**config.mk**
```make
export PLATFORM = sky130hd
export DESIGN_NAME = gam_sample_feeder
export DESIGN_NICKNAME = d
export VERILOG_FILES = /design/src/rtl/gam_sample_feeder.sv
export SDC_FILE = /design/constraint.sdc
export NUM_CORES = 1
export LEC_CHECK = 0
export BUFFER_PORTS_ARGS = -buffer_cell sky130_fd_sc_hd__buf_4
export CORE_ASPECT_RATIO = 0.7
export CORE_MARGIN = 4
export CORE_UTILIZATION = 52
export CTS_BUF_LIST = sky130_fd_sc_hd__clkbuf_2
export CTS_CLUSTER_SIZE = 16
export DETAILED_ROUTE_END_ITERATION = 8
export PLACE_DENSITY = 0.69
export SETUP_SLACK_MARGIN = 0.3
export SLEW_MARGIN = 10
export SYNTH_ARGS = -nofsm -noshare
export SYNTH_HDL_FRONTEND = slang
export SYNTH_SLANG_ARGS = --single-unit
```
**constraint.sdc**
```tcl
create_clock -name clk -period 11.02 [get_ports clk]
set_input_delay 1.102 -clock clk [delete_from_list [all_inputs] [get_ports clk]]
set_output_delay 1.102 -clock clk [all_outputs]
set_load 0.02 [all_outputs]
```
**src/rtl/gam_sample_feeder.sv**
```systemverilog
// Sample FIFO feeding a GAM memory layer: buffers {last, class, word} entries and hands them out on READY requests.
// Optional GAM_FEEDER_COUNT_EN adds a saturating 16-bit sample_cnt output counting pops since reset.
module gam_sample_feeder #(
    parameter int DATA_W  = 16,
    parameter int CLASS_W = 4,
    parameter int DEPTH   = 8
) (
    input  logic               clk,
    input  logic               reset,
    // in_valid/in_ready: an entry transfers on a rising clk edge where both are high; in_valid
    // may be asserted independently of in_ready, and in_ready never waits on in_valid.
    input  logic               in_valid,
    output logic               in_ready,
    input  logic [DATA_W-1:0]  in_data,
    input  logic [CLASS_W-1:0] in_class,
    input  logic               in_last,
    input  logic               mode_recall,
    input  logic               ready_wait,
    output logic [DATA_W-1:0]  x_out,
    output logic [CLASS_W-1:0] c_out,
    output logic               learning_recall,
    output logic               learning_done,
    output logic               underrun,
`ifdef GAM_FEEDER_COUNT_EN
    output logic [15:0]        sample_cnt,
`endif
    output logic [1:0]         state_dbg
);

    // ready_wait: 1 = READY (sample request), 0 = WAIT. learning_recall: 1 = RECALL, 0 = LEARNING.
    localparam logic READY       = 1'b1;
    localparam logic LR_RECALL   = 1'b1;
    localparam logic LR_LEARNING = 1'b0;

    localparam int AW      = $clog2(DEPTH);
    localparam int ENTRY_W = DATA_W + CLASS_W + 1;

    typedef enum logic [1:0] {
        S_IDLE   = 2'd0,
        S_FEED   = 2'd1,
        S_DONE   = 2'd2,
        S_RECALL = 2'd3
    } state_t;

    state_t             state;
    logic [AW:0]        wr_ptr;
    logic [AW:0]        rd_ptr;
    logic               running;
    logic [ENTRY_W-1:0] mem [DEPTH];
    logic [ENTRY_W-1:0] head;
    logic               empty;
    logic               full;
    logic               wr_en;
    logic               pop;
    logic               starve;

    assign empty  = (wr_ptr == rd_ptr);
    assign full   = (wr_ptr[AW] != rd_ptr[AW]) && (wr_ptr[AW-1:0] == rd_ptr[AW-1:0]);
    assign head   = mem[rd_ptr[AW-1:0]];

    // running holds in_ready low for the whole reset window and releases it on the first cycle after.
    assign in_ready = running && !full && (state != S_DONE);
    assign wr_en    = in_valid && in_ready;
    assign pop      = (state == S_FEED) && (ready_wait == READY) && !empty;
    assign starve   = (state == S_FEED) && (ready_wait == READY) && empty;

    assign learning_done = (state == S_DONE);
    assign state_dbg     = state;

    always_comb begin
        learning_recall = LR_LEARNING;
        if (state == S_RECALL) begin
            learning_recall = LR_RECALL;
        end else if ((state == S_IDLE || state == S_FEED) && empty) begin
            learning_recall = LR_RECALL;
        end
    end

    always_ff @(posedge clk) begin
        if (wr_en) begin
            mem[wr_ptr[AW-1:0]] <= {in_last, in_class, in_data};
        end
    end

    always_ff @(posedge clk) begin
        if (!reset) begin
            state    <= S_IDLE;
            wr_ptr   <= '0;
            rd_ptr   <= '0;
            running  <= 1'b0;
            x_out    <= '0;
            c_out    <= '0;
            underrun <= 1'b0;
        end else begin
            running <= 1'b1;
            if (wr_en) begin
                wr_ptr <= wr_ptr + 1'b1;
            end
            if (pop) begin
                rd_ptr <= rd_ptr + 1'b1;
                x_out  <= head[DATA_W-1:0];
                c_out  <= head[DATA_W +: CLASS_W];
            end
            if (starve) begin
                underrun <= 1'b1;
            end
            case (state)
                S_IDLE: begin
                    if (mode_recall) begin
                        state <= S_RECALL;
                    end else if (!empty) begin
                        state <= S_FEED;
                    end
                end
                S_FEED: begin
                    // mode_recall is deliberately ignored here; it is honoured on the next IDLE visit.
                    if (pop && head[ENTRY_W-1]) begin
                        state <= S_DONE;
                    end
                end
                S_DONE: begin
                    state <= S_DONE;
                end
                S_RECALL: begin
                    if (!mode_recall) begin
                        state <= S_IDLE;
                    end
                end
                default: state <= S_IDLE;
            endcase
        end
    end

`ifdef GAM_FEEDER_COUNT_EN
    always_ff @(posedge clk) begin
        if (!reset) begin
            sample_cnt <= '0;
        end else if (pop && (sample_cnt != 16'hFFFF)) begin
            sample_cnt <= sample_cnt + 16'd1;
        end
    end
`endif

endmodule

```
=== Yosys cells after proc, flatten, opt, wreduce, memory -nomap -nowiden ===
Memory sizes are Yosys's and may differ from the RTL's. A register that Yosys moved wholly into a read port is not among the register bits.
Cells that the tools add are included.

* Reductions and logical operators: 14
* Muxes and demuxes: 12
* Eq/ne operators: 10
* $add $sub $neg: 2

{| class="wikitable"
|+ Operator list
! cell !! count
|-
| 1-bit logical AND || 9
|-
| 4-bit by 1-bit adder with 4-bit output (second input constant) || 2
|-
| 2-bit 2-to-1 mux || 4
|-
| 2-bit one-hot mux with 4 select lines || 1
|-
| 3-bit 2-to-1 mux || 2
|-
| 1-bit 2-to-1 mux || 5
|-
| 2-bit == test (second input constant) || 2
|-
| 4-bit == test || 1
|-
| 2-bit inequality test (second input constant) || 2
|-
| 3-bit == test || 1
|-
| 3-bit inequality test (second input constant) || 1
|-
| 3-bit AND reduction || 1
|-
| 2-bit by 1-bit == test with 1-bit output (second input constant) || 1
|-
| 1-bit logical NOT || 2
|-
| 2-bit logical NOT || 1
|-
| 2-bit by 1-bit inequality test with 1-bit output (second input constant) || 1
|-
| 1-bit logical OR || 1
|-
| 1-bit inequality test || 1
|}

* Memories: 1
* Input port bits: 26
* Register bits after elaboration: 32
* Bits in writable memories: 168

{| class="wikitable"
|+ Memories
! name !! words !! width !! read ports !! clocked after Yosys merged registers in !! write ports !! RTL line !! RTL
|-
| mem || 8 || 21 || 1 || 1 || 1 || 49 || <nowiki>logic [ENTRY_W-1:0] mem [DEPTH];</nowiki>
|}

=== Longest topological paths before layout ===
* Depth in word-level cells: 8
* Mapped depth: 7

=== Worst setup path after synthesis ===
OpenSTA, ideal clock, no wires.

* Path kind: reg-to-reg
* From: reg state[0], in the netlist state_dbg[0]
* To: mem mem[0][0] (netlist name), enable pin
* Data required time: 10.567 ns
* Stages on the path, launching flop included: 7
* Period minus slack after synthesis: 4.421 ns
* Setup time: 0.453 ns
* Slack: 6.599 ns
* Data arrival time: 3.968 ns
* Cells stage by stage: dfxtp_1 -> inv_1 -> ha_1 -> nand2b_1 -> a41oi_1 -> nand2_1 -> nor4_1

* Longest elaborated chain between the ends: 5

{| class="wikitable"
|+ RTL lines
! what !! RTL line !! RTL
|-
| from (decl) || 45 || <nowiki>state_t state;</nowiki>
|-
| from (signal assigned) || 87 || <nowiki>state <= S_IDLE;</nowiki>
|-
| from (signal assigned) || 110 || <nowiki>state <= S_RECALL;</nowiki>
|-
| from (signal assigned) || 112 || <nowiki>state <= S_FEED;</nowiki>
|-
| 2-bit inequality test || 62 || <nowiki>assign in_ready = running && !full && (state != S_DONE);</nowiki>
|-
| 1-bit logical AND || 62 ||
|-
| net in_ready || 13 || <nowiki>output logic in_ready,</nowiki>
|-
| 1-bit logical AND || 63 || <nowiki>assign wr_en = in_valid && in_ready;</nowiki>
|-
| 1-bit 2-to-1 mux || 80 || <nowiki>if (wr_en) begin</nowiki>
|-
| 1-bit 2-to-1 mux (implied by the code) || 81 || <nowiki>mem[wr_ptr[AW-1:0]] <= {in_last, in_class, in_data};</nowiki>
|-
| to (decl) || 49 ||
|}

The timed path passes the listed nets, and every way through them passes these cells.

=== Final worst setup path ===
* From: reg state[0], in the netlist state_dbg[0]
* To: out in_ready

* Longest elaborated chain between the ends: 2

{| class="wikitable"
|+ RTL lines
! what !! RTL line
|-
| 2-bit inequality test || 62
|-
| 1-bit logical AND || 62
|-
| to (decl) || 13
|}

Every way passes these cells.

==> metrics <==
PD cells around 170 nW/µm²; TritonCTS Buffers 48; Final min period between 3000 and 4000 ps; outcome complete, no violations; CTS root buf clkbuf_2; area grow syn2layout 14.2%; number of global-route vias before repair ~4000; crit path launch type flop; worst hold path type flop to flop; total global routing overflow 0; leakage power approximately 0.0032 µW; layout cells sized above 1 37.6%; DR DRC count 0; pre-CTS setup slack between 8000 and 9000 ps; Post-synth EDFFs about 170; FMAX between 300 and 400 MHz; crit path capture type primary output; Mean Syn Cell Area around 20 µm²; NumNets Final around 520; CTS tree yes; Final Hold Viols 0; drt pass-1 iters 4; final slew viol count 0; vias 3905; Async SR Flop Fraction 0%; mux cell area share after synthesis 15.7%; max_cap viols 0; Row Count 37; synthesized net count roughly 430; Peak VDD IR 0.0931 mV; Post-Layout Cell Count a little over 700; Worst Path Max Fanout 6; Initial DRC Count between 200 and 250; post-synthesis simple-gate area fraction 3.38%; Final Hold Slack just under 500 ps; Comb pwr share 10.8%; data arrival time of the worst path 2120 ps; RePlAce Congestion between 0.6 and 0.7; hold_buf cts 0; critical path class flop to primary output; I/O pins 52; cell total after placement between 600 and 700; largest family of logic cells by synthesized area multiplexers; synthesized cell area between 7000 and 8000 µm²; WL final 13900 µm; RSZ-0062 raised after global routing false; Synth Area in Adders under 10%; # port buffers between 50 and 60; Clock Skews approximately 26 ps; final setup fails 0; CTS-repair resized insts 0; most frequent cells in the layout edfxtp_1 (168), clkbuf_2 (78), buf_4 (63), mux4_2 (42), dfxtp_1 (33); TNS Setup 0 ps; Seq cells post-synth around 200; antenna cells 0; Worst-Margin Slew approximately 870 ps; largest net degree at the start of global routing between 40 and 50; most common cell after layout, fill and taps aside edfxtp_1; first-pass GRT wire length about 22000 µm; clock-pin slew on the worst setup and hold paths 100 ps; Initial Utilization 52.9%; Internal Pwr Total ~1100 µW; switch share about 25%; post-DP HPWL between 7000 and 8000 µm; Via-to-Cell Ratio 5.42; post-synthesis xor/xnor area fraction under 10%; overall power 1500 µW; Top FF cell, synth edfxtp_1; synthesized netlist cell count roughly 400; H-tree depth 2; required time worst endpoint about 10000 ps; NetSw 382 µW; All-Layer GR Usage between 10% and 20%; Setup Fix Bufs, Post-CTS 0; worst setup margin slightly below 8000 ps; drt wl/cell 19.3 µm; chip width 154 µm; chip height 110 µm; Cell variety after synth 28; clock buffer depth 3; compound-gate portion of the synthesized area 3.34%; clock sinks 203; relative slew slack roughly two fifths; initial antenna violation count 0; clock share of power between 30% and 40%; core area between 10000 and 15000 µm²; DRT antenna net count 0; Reg power frac between 50% and 60%; Worst-Skew Late Latency between 600 and 700 ps; sequential share of the synthesized area ~74%; crit share post-route between 20 and 30%; Yosys warnings 0; Die ar. around 17000 µm²
[critical path, cell delays in order, from the launching register on]
cell	delay, ps
dfxtp_1	430
inv_1	110
ha_1	220
nand2b_1	140
a41oi_1	330
buf_4	220
[stage by stage]
step	utilization, %	cell area, µm²
finish	60.4	8860
global route	60.4	8860
CTS	60.4	8860
detailed placement	57.4	8420
floorplan	-	7760
global placement	57.4	8420
[final cells by class]
cell class	instances	area [µm²]
clock inverters	12	52.6
fillers	1078	5810
clock buffers	78	390
inverters	2	7.51
multi-input cells	168	1950
well taps	195	244
repair buffers	63	473
flip-flops and latches	203	5750
[state kept, by name (all words and copies together), names as in the netlist, named ones only]
register,flops
running,1
c_out,4
wr_ptr,4
underrun,1
x_out,16
rd_ptr,4
state_dbg,2
mem,168
[cells in the mapped netlist, types with 2 or more instances]
master / n / area (µm²)
o211a_1: 20 / 200
clkbuf_1: 10 / 37.5
dfxtp_1: 35 / 701
buf_1: 6 / 22.5
mux2i_1: 25 / 250
nand4_1: 2 / 12.5
nor2_1: 4 / 15.0
nor2b_1: 2 / 12.5
edfxtp_1: 168 / 5040
nand2b_1: 4 / 25.0
and2_1: 6 / 37.5
buf_2: 7 / 35.0
nor3_1: 4 / 20.0
inv_1: 2 / 7.51
nand2_1: 31 / 116
nand3_1: 2 / 10.0
mux2_2: 2 / 22.5
xnor2_1: 8 / 70.1
xor2_1: 2 / 17.5
mux4_2: 42 / 946
ha_1: 7 / 87.6
[path summary, 6_finish.rpt]
path	cells after the start	slack [ps]	end	start
max	5	7800	in_ready	state_dbg[0]
min	1	500	underrun	underrun
max reg2reg	7	8100	mem[4][13]	state_dbg[0]
min reg2reg	1	500	underrun	underrun
[power by group through the flow]
stage,clock network (µW),logic [µW],registers (µW)
2_1_floorplan,0,94.6,897
3_3_place_gp,0,161,886
3_5_place_dp,0,165,888
4_1_cts,485,165,871
5_1_grt,528,178,873
6_report,465,162,871
[routing by layer]
| metal | global-route usage (%) | up-vias | routed length (µm) | part of all wire, % |
|---|---|---|---|---|
| met5 | 0 | - | 0 | 0 |
| met4 | 4.73 | 0 | 128 | 0.92 |
| met3 | 4.37 | 13 | 784 | 5.6 |
| met2 | 27.1 | 97 | 6690 | 48 |
| met1 | 23.2 | 2008 | 6320 | 45 |
| li1 | - | 1787 | - | - |
[cells by family (layout without fill, tap and decap cells)]
group	Yosys count	after routing
flops	203	203
xor+xnor	10	10
buf+inv	25	155
simple gates	57	57
compound gates	25	25
mux	69	69
fa+ha+maj	7	7
Note: power is estimated with default switching activity, not from simulation.
